<file path="src/rtl/alu_share_arbiter.sv">
// alu_share_arbiter: two requesters share one external combinational ALU.
// The FSM grants a request, holds its operands on the ALU for one cycle, and
// registers the result into a response slot that is released by valid/ready.
// Optional feature: define ALU_ARB_RR_EN for round-robin arbitration;
// otherwise requester 0 has fixed priority.
module alu_share_arbiter #(
  parameter int unsigned DATA_SIZE = 32,
  parameter int unsigned FUNC_SIZE = 11
) (
  input  logic                 i_clk,
  input  logic                 i_rst_n,
  input  logic                 i_req0_valid,
  output logic                 o_req0_ready,
  input  logic [DATA_SIZE-1:0] i_req0_a,
  input  logic [DATA_SIZE-1:0] i_req0_b,
  input  logic [FUNC_SIZE-1:0] i_req0_func,
  input  logic                 i_req1_valid,
  output logic                 o_req1_ready,
  input  logic [DATA_SIZE-1:0] i_req1_a,
  input  logic [DATA_SIZE-1:0] i_req1_b,
  input  logic [FUNC_SIZE-1:0] i_req1_func,
  output logic [DATA_SIZE-1:0] o_alu_a,
  output logic [DATA_SIZE-1:0] o_alu_b,
  output logic [FUNC_SIZE-1:0] o_alu_func,
  input  logic [DATA_SIZE-1:0] i_alu_out,
  input  logic                 i_alu_zero,
  output logic                 o_rsp_valid,
  input  logic                 i_rsp_ready,
  output logic [DATA_SIZE-1:0] o_rsp_data,
  output logic                 o_rsp_zero,
  output logic                 o_rsp_id
);

  typedef enum logic [1:0] {StIdle, StExec, StResp} state_e;

  state_e               state_q;
  logic [DATA_SIZE-1:0] a_q, b_q, rsp_data_q;
  logic [FUNC_SIZE-1:0] func_q;
  logic                 id_q, rsp_id_q, rsp_zero_q, rsp_valid_q;

  logic grant_en, pick0, gnt0, gnt1, gnt_any;

`ifdef ALU_ARB_RR_EN
  // last_q = id of the most recent grant; 1 after reset so requester 0 wins first
  logic last_q;
  assign pick0 = last_q;
`else
  assign pick0 = 1'b1;
`endif

  // Grant decode: only in grant cycles, single winner, never during reset
  always_comb begin
    grant_en = i_rst_n & ((state_q == StIdle) | ((state_q == StResp) & i_rsp_ready));
    gnt0     = grant_en & i_req0_valid & (~i_req1_valid | pick0);
    gnt1     = grant_en & i_req1_valid & ~gnt0;
    gnt_any  = gnt0 | gnt1;
  end

  // Sequencer FSM with operand latch, response slot and arbitration pointer
  always_ff @(posedge i_clk or negedge i_rst_n) begin
    if (!i_rst_n) begin
      state_q     <= StIdle;
      a_q         <= '0;
      b_q         <= '0;
      func_q      <= '0;
      id_q        <= 1'b0;
      rsp_data_q  <= '0;
      rsp_zero_q  <= 1'b0;
      rsp_id_q    <= 1'b0;
      rsp_valid_q <= 1'b0;
`ifdef ALU_ARB_RR_EN
      last_q      <= 1'b1;
`endif
    end else begin
      // gnt_any is only ever high in StIdle or a releasing StResp
      if (gnt_any) begin
        a_q    <= gnt1 ? i_req1_a    : i_req0_a;
        b_q    <= gnt1 ? i_req1_b    : i_req0_b;
        func_q <= gnt1 ? i_req1_func : i_req0_func;
        id_q   <= gnt1;
`ifdef ALU_ARB_RR_EN
        last_q <= gnt1;
`endif
      end
      unique case (state_q)
        StIdle: begin
          if (gnt_any) state_q <= StExec;
        end
        StExec: begin
          rsp_data_q  <= i_alu_out;
          rsp_zero_q  <= i_alu_zero;
          rsp_id_q    <= id_q;
          rsp_valid_q <= 1'b1;
          state_q     <= StResp;
        end
        StResp: begin
          if (i_rsp_ready) begin
            rsp_valid_q <= 1'b0;
            state_q     <= gnt_any ? StExec : StIdle;
          end
        end
        default: state_q <= StIdle;
      endcase
    end
  end

  assign o_req0_ready = gnt0;
  assign o_req1_ready = gnt1;
  assign o_alu_a      = a_q;
  assign o_alu_b      = b_q;
  assign o_alu_func   = func_q;
  assign o_rsp_valid  = rsp_valid_q;
  assign o_rsp_data   = rsp_data_q;
  assign o_rsp_zero   = rsp_zero_q;
  assign o_rsp_id     = rsp_id_q;

endmodule

</file>
<file path="config.mk">
export PLATFORM = sky130hd
export DESIGN_NAME = alu_share_arbiter
export DESIGN_NICKNAME = d
export VERILOG_FILES = /design/src/rtl/alu_share_arbiter.sv
export SDC_FILE = /design/constraint.sdc
export NUM_CORES = 1
export LEC_CHECK = 0
export BUFFER_PORTS_ARGS = -buffer_cell sky130_fd_sc_hd__buf_2
export CAP_MARGIN = 20
export CORE_MARGIN = 2
export CORE_UTILIZATION = 40
export DETAILED_ROUTE_END_ITERATION = 16
export HOLD_SLACK_MARGIN = 0.12
export PLACE_DENSITY = 0.71
export SETUP_SLACK_MARGIN = 0.5
export SYNTH_ARGS = -nofsm -noshare
export SYNTH_HDL_FRONTEND = slang
export SYNTH_SLANG_ARGS = --single-unit
</file>
<file path="constraint.sdc">
create_clock -name i_clk -period 1.9 [get_ports i_clk]
set_input_delay 0.19 -clock i_clk [delete_from_list [all_inputs] [get_ports i_clk]]
set_output_delay 0.19 -clock i_clk [all_outputs]
set_load 0.02 [all_outputs]
</file>
# Word-level counts from Yosys, hierarchy flattened
# Cells that the tools add are included.
totals:
  inputBits: 188
  reg_bits: 113
  out_inout_bits: 112
classes:
  eq_ne: 4
  bitwise_logic: 8
  n_reduce_logical: 4
  muxes: 9
op_table:
  columns: ["cell", "n"]
  rows:
  - ["$mux 32", 2]
  - ["$mux 11", 1]
  - ["$pmux 2 s3", 1]
  - ["$and 1x1->1", 5]
  - ["$mux 2", 2]
  - ["$ne 2x2->1 const B", 2]
  - ["$reduce_and 2->1", 2]
  - ["$eq 2x1->1 const B", 1]
  - ["$eq 2x2->1 const B", 1]
  - ["$logic_not 2->1", 1]
  - ["$mux 1", 2]
  - ["$or 1x1->1", 2]
  - ["$pmux 1 s2", 1]
  - ["$reduce_bool 2->1", 1]
  - ["$not 1->1", 1]

# Depth between registers and ports, before layout
# Gate-level depths: netlist of run 1.
logic_depth:
  ltp_word: 11
  depth_mapped: 7
  depth_no_buf: 3

# Least setup slack after synthesis of run 1
# No wires, ideal clock.
synth_timing:
  kind: "flip-flop to output port"
  start: "register state_q[0]"
  end: "output port o_req1_ready"
  arrival_time_ps: 1578
  slack_ps: 132
  t_required_ps: 1710
  stages_incl_launch_ff: 7
  path_cell_list: "dfrtp_1 nand2b_1 buf_2 buf_2 buf_1 nor3b_1 nor2b_1"
synth_between:
  elab_chain_cells: 7
synth_lines:
  columns: ["item", "line_no", "source"]
  rows:
  - ["from (decl)", "36", "state_e state_q;"]
  - ["from (signal assigned)", "62", "state_q <= StIdle;"]
  - ["from (signal assigned)", "87", "if (gnt_any) state_q <= StExec;"]
  - ["from (signal assigned)", "94", "state_q <= StResp;"]
  - ["$eq 2x2->1", "53", "grant_en = i_rst_n & ((state_q == StIdle) | ((state_q == StResp) & i_rsp_ready));"]
  - ["$and 1x1->1", "53", null]
  - ["$or 1x1->1 *", "53", null]
  - ["$and 1x1->1 *", "53", null]
  - ["$and 1x1->1", "54", "gnt0 = grant_en & i_req0_valid & (~i_req1_valid | pick0);"]
  - ["$not 1->1", "55", "gnt1 = grant_en & i_req1_valid & ~gnt0;"]
  - ["$and 1x1->1 *", "55", null]
  - ["to (decl)", "18", "output logic o_req1_ready,"]
# Mark *: on every way between the ends. The rest lies on a longest branch, timed or not.

# Worst setup path in the final report of run 1
layout_timing:
  start: "register state_q[1]"
  end: "output port o_req1_ready"
# Same word-level chain as after synthesis.

==> flow_summary_export.csv, run 1 <==
group,metric,value,unit
outcome,status,"completed",
floorplan,coreArea,15300,um^2
critical_path,max_stage_delay,370,ps
floorplan,die_area,16700,um^2
synth,syn_nets,799,
placement,dp_hpwl,12.8,mm
timing,fmax,568,MHz
timing,slew-limit-headroom,0.496,
cells_and_area,syn2layout_area_growth,57.8,%
critical_path,crit_top_cell,"nor2b_4",
drt,vias_per_cell,5.53,
cts,cts_tree,"done",
floorplan,die_h,129,um
timing,rsz0062_at_grt,"yes",
global_routing,antenna_found_initial,1,
global_routing,grt_pass1_vias,6583,
global_routing,grt_max_degree,59,
synth,synthesis.area,6260,um^2
timing,finClkSkew,6.66,ps
cells_and_area,n_fill_cell,1230,
critical_path,crit_chain,"nor2b_4, buf_12, nor3b_4, nor2b_4, buf_6",
critical_path,crit_fanout,3,
critical_path,cp_slowest_cell,"dfrtp_1",
synth,synth_most_common_cell,"dfrtp_1",
synth,synth_seq_cells,113,
timing,setup-violations-final,0,
cts,cts_buffers,17,
power_and_ir_drop,power_leakage,0.00471,uW
timing,fin_tns_setup,0,ps
cts,clock_sinks,113,
global_routing,grt_pass1_wl,35.0,mm
floorplan,fp-row-count,45,
synth,synth_top_cells_by_count,"dfrtp_1 (113), and2_1 (76), nand2_1 (76)",
drt,ant_nets,0,
cells_and_area,fin_area,9880,um^2
floorplan,initial_core_util,0.410,
power_and_ir_drop,p_total,10900,uW
drt,drcViolationCount,0,
critical_path,start_kind,"flip-flop",
hold_path,hp-class,"in2reg",
synth,syn_avg_cell_area,10.2,um^2
cells_and_area,num-nets-final,1144,
drt,drt_first_pass_iters,5,
timing,final_max_slew_viol_count,0,
cts,cts_buffer_depth,2,
critical_path,worstPathRequired,1710,ps
synth,async_reset_ff_frac,1.00,
cts,clkTransAtPathRegs,60,ps
power_and_ir_drop,peakVddDrop,797,uV
timing,fin_crit_sh,0.927,
timing,tightest_slew,755,ps
synth,ys_warn_count,0,
global_routing,grt_usage,0.273,
drt,first_iter_violations,345,
placement,placed_area,8030,um^2
timing,period_needed,1760,ps
timing,setup_ws,138,ps
drt,via_count,6530,
placement,dpl_worst_slack,142,ps
cells_and_area,multi_input_area,3210,um^2
placement,io_buffers,299,
floorplan,die_w,129,um
cells_and_area,drive_gt1_frac,0.461,
floorplan,io_pins,300,
cts,ctsHtreeMaxLevel,4,
critical_path,crit_path_end_kind,"output port",
cells_and_area,seq_area,2830,um^2
power_and_ir_drop,power_per_cell_area,1110,nW/um^2
global_routing,grt.overflow.total,0,
synth,synth.top_cell.area_share,0.452,
synth,ys_top_cells_by_area,"dfrtp_1 (45%), a2111o_1 (13%), nor4b_1 (10%)",
synth,ys.flop_type,"dfrtp_1",
drt,routedWlPerCell,19.6,um
synth,synthCells,611,
synth,yosysTopAreaCell,"dfrtp_1",
critical_path,cp.arrival,1570,ps
cts,clk_latency,420,ps
critical_path,crit_type,"reg2out",
placement,place_congestion,0.796,
flow_run,drv_cap,0,
timing,hold_violations,0,
synth,yosysUniqueCellTypes,21,
synth,synth_seq_area_share,0.452,
synth,synth-edff-count,0,
cts,cts-root-buf,"clkbuf_16",
drt,totalWireLength,23.2,mm
[where the power goes]
group	switching, uW	internal [uW]
logic	2310	1930
clock network	1300	1740
registers	488	3170
total	4100	6840
[logic make-up (layout without fill, tap and decap cells)]
family                 count (synthesis)  in the layout  share of synthesized area
and+or+nand+nor                      312            312                      0.295
DFF                                  113            113                      0.452
AOI/OAI and AO/OA                     79             79                      0.139
buffers and inverters                 73            431                     0.0528
muxes                                 34             34                     0.0612
other                                  0              1                          0
[state kept, by name (all words and copies together) (netlist names), 2 cells and up]
register / count
o_rsp_data: 32
o_alu_func: 11
o_alu_b: 32
o_alu_a: 32
state_q: 2
[layout by cell type (no fill, tap or decap), types with 19 or more instances in the layout]
master and instances:
buf_2 296, dfrtp_1 113, nand2_1 76, nor3_1 75
and2_1 75, a2111o_1 75, nor4b_1 68, mux2_2 34
dlygate4sd3_1 34, clkbuf_16 22, buf_4 19
[timing repair]
| action | CTS | global route |
|---|---|---|
| hold endpoints to repair | 146 | 0 |
| setup buffers | 19 | 3 |
| hold buffers | 34 | 0 |
| pin swaps | 13 | 18 |
| gates cloned | 15 | 6 |
| endpoints found under the setup margin | 77 | 112 |
| resized for setup | 31 | 10 |
[worst paths after layout]
| check | endpoint | slack (ps) | start | cells past startpoint |
|---|---|---|---|---|
| min in group asynchronous | o_alu_a[23] | 560 | i_rst_n | 3 |
| hold reg to reg | o_rsp_data[9] | 500 | o_rsp_data[9] | 1 |
| max in group asynchronous | o_alu_a[9] | 840 | i_rst_n | 3 |
| setup reg to reg | o_alu_a[0] | 150 | state_q[0] | 6 |
| setup / recovery | o_req1_ready | 140 | state_q[1] | 5 |
| hold / removal | o_alu_b[19] | 170 | i_req0_b[19] | 4 |
[worst max-delay path: cells and delay by family (launching register included)]
kind | cells | cell delay [ps]
buf+inv | 2 | 260
flops | 1 | 370
simple gates | 3 | 530
[final cells by class]
class / instances / area share
Multi-Input combinational cell: 425 / 0.325
Timing Repair Buffer: 397 / 0.304
Sequential cell: 113 / 0.286
Clock buffer: 18 / 0.0445
Tap cell: 211 / 0.0267
Clock inverter: 14 / 0.0120
Inverter: 2 / 0.000760
Antenna cell: 1 / 0.000253
[layer usage]
layer  vias up  share of wire  global-route usage
li1       3001              -                   -
met1      3176           0.41               0.346
met2       310           0.49               0.452
met3        43          0.072              0.0718
met4         0          0.028               0.102
met5         -              0                   0
[through the flow]
stage | utilization | cells | hold WS [ps]
2_1_floorplan | - | 611 | -106
3_3_place_gp | 0.527 | 1071 | 421
3_5_place_dp | 0.527 | 1071 | 425
4_1_cts | 0.634 | 1171 | 156
5_1_grt | 0.647 | 1181 | 188
6_report | 0.647 | 1181 | 169
Power figures use the tool's default switching activity.
==> run 2, diff against run 1 <==
- ABC_AREA: default -> 1
- PLACE_DENSITY: 0.71 -> 0.72
==> flow_summary_export.csv, run 2 <==
group,metric,value,unit
outcome,status,"completed",
power_and_ir_drop,power_per_cell_area,1020,nW/um^2
floorplan,die_area,15400,um^2
synth,syn_nets,1009,
synth,ys.flop_type,"dfrtp_1",
timing,fin_tns_setup,0,ps
floorplan,fp-row-count,43,
cts,ctsHtreeMaxLevel,4,
power_and_ir_drop,p_int,6620,uW
cts,clkTransAtPathRegs,50,ps
placement,place_congestion,0.772,
critical_path,crit_path_end_kind,"output port",
cells_and_area,layout_commonest_cell,"nand2_1",
critical_path,start_kind,"flip-flop",
cells_and_area,antennaDiodeCount,0,
timing,setup_ws,324,ps
timing,fmax,635,MHz
placement,io_buffers,299,
cts,cts_buffer_depth,2,
synth,synthCells,821,
cts,clock_sinks,113,
cells_and_area,postLayoutCoreUtil,0.731,
cts,cts_buffers,17,
drt,first_iter_violations,545,
drt,via_count,7359,
timing,setup-violations-final,0,
floorplan,coreArea,14000,um^2
power_and_ir_drop,seqPwrFrac,0.332,
placement,placed_area,7400,um^2
flow_run,drv_cap,0,
timing,final_max_slew_viol_count,0,
synth,ys_warn_count,0,
cells_and_area,num-nets-final,1477,
synth,ys_top_cells_by_area,"dfrtp_1 (49%), nand2_1 (22%), nor2_1 (10%)",
placement,dpl_worst_slack,470,ps
synth,synth_seq_cells,113,
drt,drcViolationCount,0,
timing,rsz0062_at_grt,"yes",
cts,cts_tree,"done",
drt,drt_first_pass_iters,5,
critical_path,cp.arrival,1390,ps
drt,vias_per_cell,4.97,
cells_and_area,syn2layout_area_growth,77.4,%
critical_path,crit_fanout,3,
drt,ant_nets,0,
power_and_ir_drop,power_switching,3820,uW
synth,synth.top_cell.area_share,0.491,
global_routing,grt.overflow.total,0,
synth,async_reset_ff_frac,1.00,
cts,clk_latency,420,ps
timing,hold_violations,0,
global_routing,grt_usage,0.286,
synth,yosysTopAreaCell,"dfrtp_1",
timing,finClkSkew,10.3,ps
power_and_ir_drop,power_leakage,0.00568,uW
global_routing,antenna_found_initial,0,
hold_path,hp-class,"in2reg",
power_and_ir_drop,switching_share,0.366,
floorplan,die_h,124,um
floorplan,initial_core_util,0.412,
drt,totalWireLength,23.6,mm
critical_path,worstPathRequired,1710,ps
synth,synth_most_common_cell,"nand2_1",
critical_path,crit_type,"reg2out",
power_and_ir_drop,peakVddDrop,932,uV
timing,period_needed,1580,ps
synth,synth-edff-count,0,
synth,syn_avg_cell_area,7.02,um^2
synth,synth_top_cells_by_count,"nand2_1 (332), nor2_1 (153), dfrtp_1 (113)",
synth,synthesis.area,5760,um^2
placement,dp_hpwl,11.9,mm
timing,tightest_slew,567,ps
drt,routedWlPerCell,15.9,um
floorplan,die_w,124,um
timing,fin_crit_sh,0.829,
synth,synth_seq_area_share,0.491,
power_and_ir_drop,p_clk_frac,0.312,
synth,yosysUniqueCellTypes,14,
cts,cts-root-buf,"clkbuf_16",
global_routing,grt_pass1_wl,33.6,mm
cells_and_area,fin_area,10200,um^2
global_routing,grt_max_degree,106,
cells_and_area,layout_common_cells,"nand2_1 (331), buf_2 (296), dlygate4sd3_1 (174), nor2_1 (151), dfrtp_1 (113)",
power_and_ir_drop,comb_power_share,0.356,
global_routing,grt_pass1_vias,7070,
timing,slew-limit-headroom,0.621,
floorplan,io_pins,300,
cells_and_area,drive_gt1_frac,0.284,
[run 2: changes by cell type in the layout (fill, tap and decap cells not counted), sizes merged, moves of 35 or more]
cell	delta
nand2	+256
nand4	+75
nor4b	-75
buf	-35
inv	+75
and2	-76
a2111o	-75
nor2	+151
dlygate4sd3	+140
nor3	-75
[run 2: logic make-up (layout without fill, tap and decap cells)]
kind of cell           count (synthesis)  count (layout)  synth area share
AND/OR/NAND/NOR                      564             564             0.401
AO/OA/AOI/OAI                          3               3           0.00391
flip-flops                           113             113             0.491
buffers and inverters                141             622             0.104
[run 2: metal layers]
layer  wire (um)  track usage  part of all wire
met5           0            0                 0
met4        1020        0.162             0.043
met3        2280       0.0824             0.097
met2       11100        0.486              0.47
met1        9120        0.322              0.39
[run 2: path summary, 6_finish.rpt]
path                                  to  depth (start not counted)     startpoint  slack, ps
max in group asynchronous    o_alu_b[20]                          3        i_rst_n        660
min                          o_alu_b[17]                          5   i_req0_b[17]        130
min reg2reg                o_rsp_data[0]                          2  o_rsp_data[0]        470
min in group asynchronous     state_q[1]                          2        i_rst_n        330
max reg2reg                   o_alu_b[7]                         11     state_q[0]        350
max                         o_req1_ready                          6     state_q[0]        320
[run 2: layout make-up]
type / instances / area [um^2]
sequential: 113 / 2830
timing repair buffer: 504 / 3870
fill: 961 / 3770
multi-input combinational: 567 / 2360
inverter: 86 / 330
clock inverter: 13 / 163
clock buffer: 19 / 443
tap: 180 / 225
[run 2: worst max-delay path, cell delays in order (launching register included)]
cell and delay [ps]:
dfrtp_1 390, inv_2 70, nand2_2 60, nor2_4 100
nand2_1 90, nor2_2 120, buf_6 130
[run 2: repair_timing]
| item | 4_1_cts | 5_1_grt |
|---|---|---|
| hold endpoints to repair | 223 | 0 |
| buffers inserted | 4 | 3 |
| hold buffers | 174 | 0 |
| cloned | 4 | 9 |
| pin swaps | 1 | 62 |
| gates resized for setup | 15 | 10 |
| setup endpoints to repair | 62 | 202 |
[run 2: power groups by stage]
stage	Combinational [uW]	Sequential, uW	Clock [uW]
CTS	3460	3440	3300
global placement	3010	3470	0
finish	3720	3470	3260
floorplan	976	4300	0
detailed placement	3060	3460	0
global route	4020	3530	3420
[run 2: stage by stage]
stage                     std cells  hold WS, ps  total power, uW
after detailed placement       1256         44.0             6510
final                          1482          126            10400
after global placement         1256         43.3             6480
after floorplan                 821         -106             5270
after CTS                      1470          120            10200
after global routing           1482          134            11000
==> run 3, diff against run 2 <==
- clock period: 1.9 -> 1.65 ns (I/O delays scaled with it)
==> flow_summary_export.csv, run 3 (synthesized netlist as in run 2, its figures left out) <==
group,metric,value,unit
cts,clock_sinks,113,
timing,tightest_slew,658,ps
critical_path,reg2regPathDepth,8,
critical_path,crit_top_cell,"nand2_1",
floorplan,die_w,124,um
floorplan,die_area,15400,um^2
cts,ctsHtreeMaxLevel,4,
cells_and_area,layout_commonest_cell,"nand2_1",
timing,setup-violations-final,0,
placement,dp_hpwl,12.0,mm
hold_path,hold_path_depth,5,
critical_path,cp.arrival,1860,ps
drt,drt_first_pass_iters,6,
timing,slew-limit-headroom,0.562,
power_and_ir_drop,power_leakage,0.00603,uW
hold_path,hp-class,"in2reg",
cts,cts_tree,"done",
power_and_ir_drop,p_int,8600,uW
timing,rsz0062_at_grt,"yes",
timing,fin_tns_setup,0,ps
power_and_ir_drop,peakVddDrop,997,uV
hold_path,whs_endpoint,"o_alu_func[8]",
critical_path,reg2reg_slack,90,ps
cells_and_area,syn2layout_area_growth,91.5,%
floorplan,fp-row-count,43,
floorplan,die_h,124,um
floorplan,coreArea,14000,um^2
timing,fin_crit_sh,0.947,
global_routing,grt.overflow.total,0,
placement,place_congestion,0.830,
critical_path,crit_fanout,11,
hold_path,min_from,"i_req0_func[8]",
critical_path,start_kind,"flip-flop",
drt,ant_nets,0,
power_and_ir_drop,switching_share,0.361,
drt,vias_per_cell,5.21,
flow_run,drv_cap,0,
cells_and_area,n_fill_cell,798,
critical_path,rr_endpoint,"o_alu_a[3]",
placement,io_buffers,299,
timing,hold_violations,0,
drt,first_iter_violations,805,
timing,period_needed,1560,ps
timing,fmax,640,MHz
global_routing,grt_usage,0.306,
cells_and_area,layout_common_cells,"nand2_1 (319), buf_2 (216), dlygate4sd3_1 (184), nor2_1 (151), dfrtp_1 (113)",
critical_path,crit_path_end_kind,"flip-flop",
drt,totalWireLength,27.8,mm
timing,finClkSkew,9.04,ps
cts,cts_buffer_depth,2,
cts,clk_latency,420,ps
critical_path,max_stage_delay,410,ps
global_routing,grt_max_degree,63,
drt,via_count,7964,
outcome,status,"completed",
drt,drcViolationCount,0,
global_routing,grt_pass1_wl,35.8,mm
power_and_ir_drop,comb_power_share,0.402,
critical_path,crit_chain,"inv_1, nor2_2, nor2_4, buf_4, bufbuf_16, nand4_1, nand2_1, nand2_1",
power_and_ir_drop,power_per_cell_area,1220,nW/um^2
power_and_ir_drop,p_clk_frac,0.290,
drt,routedWlPerCell,18.2,um
timing,final_max_slew_viol_count,0,
cts,cts_buffers,17,
global_routing,antenna_found_initial,1,
cts,clkTransAtPathRegs,60,ps
power_and_ir_drop,seqPwrFrac,0.308,
power_and_ir_drop,p_total,13500,uW
floorplan,io_pins,300,
floorplan,initial_core_util,0.412,
critical_path,cp_slowest_cell,"dfrtp_1",
cells_and_area,num-nets-final,1521,
cells_and_area,drive_gt1_frac,0.309,
power_and_ir_drop,power_switching,4870,uW
critical_path,worstPathRequired,1950,ps
cts,cts-root-buf,"clkbuf_16",
global_routing,grt_pass1_vias,7353,
critical_path,r2r-start,"state_q[1]",
critical_path,crit_type,"reg2reg",
run 3: cell count changes in the layout (fill, tap and decap cells not counted), moves of 3 or more:
cell,delta
nand2_2,+10
nand2_1,-12
buf_6,+59
diode_2,+3
buf_4,+55
buf_2,-80
buf_12,+5
dlygate4sd3_1,+10
clkbuf_16,-6
run 3: repair_timing:
| item | in CTS | in global routing |
|---|---|---|
| endpoints found under the hold margin | 223 | 0 |
| endpoints found under the setup margin | 115 | 258 |
| gates cloned | 5 | 5 |
| pin swaps | 1 | 7 |
| hold buffers | 184 | 0 |
| gates resized for setup | 11 | 180 |
| buffers inserted | 5 | 36 |
run 3: how the worst max path moves through the flow:
stage                              end        from  depth (start not counted)  slack (ps)
after floorplan             o_alu_a[0]  state_q[1]                          8         430
after global placement      o_alu_b[4]  state_q[1]                          6         330
after detailed placement   o_alu_b[14]  state_q[1]                          6         270
after CTS                 o_req1_ready  state_q[0]                          6         150
after global routing      o_req1_ready  state_q[1]                          6          30
final                       o_alu_a[3]  state_q[1]                          8          90
run 3: cell type report:
| type | count | area (um^2) | share of cell area |
|---|---|---|---|
| Sequential cell | 113 | 2830 | 0.256 |
| Timing Repair Buffer | 547 | 4590 | 0.416 |
| Inverter | 86 | 338 | 0.0306 |
| Antenna cell | 3 | 7.51 | 0.000681 |
| Clock inverter | 13 | 186 | 0.0169 |
| Tap cell | 180 | 225 | 0.0204 |
| Clock buffer | 19 | 433 | 0.0392 |
| Multi-Input combinational cell | 567 | 2410 | 0.218 |
| Timing Repair inverter | 1 | 16.3 | 0.00147 |
run 3: per-layer routing:
layer | global-route usage | part of all wire | wire (um)
met3 | 0.0870 | 0.092 | 2550
met5 | 0 | 0 | 0
met4 | 0.201 | 0.068 | 1890
met2 | 0.505 | 0.49 | 13800
met1 | 0.347 | 0.35 | 9610
run 3: power groups by stage:
stage                     combinational (uW)  sequential [uW]  clock (uW)
after floorplan                         1150             4950           0
after global placement                  3480             3990           0
after detailed placement                3550             3980           0
after CTS                               4050             3960        3910
after global routing                    5730             4210        4060
final                                   5410             4150        3910
run 3: through the flow:
step                       util  std cells  setup slack (ps)  area [um^2]  hold WS (ps)
final                     0.789       1529              88.1        11000           120
after global routing      0.788       1527              33.9        11000           176
after CTS                 0.724       1485               146        10100           122
after detailed placement  0.533       1259               272         7450           360
after global placement    0.533       1259               327         7450           349
after floorplan               -        821               433         5800          -131
run 3: critical path, delay by kind of cell (launching register included):
kind                   cells  cell delay [ps]
buffers and inverters      3              600
flip-flops                 1              410
AND/OR/NAND/NOR            5              410
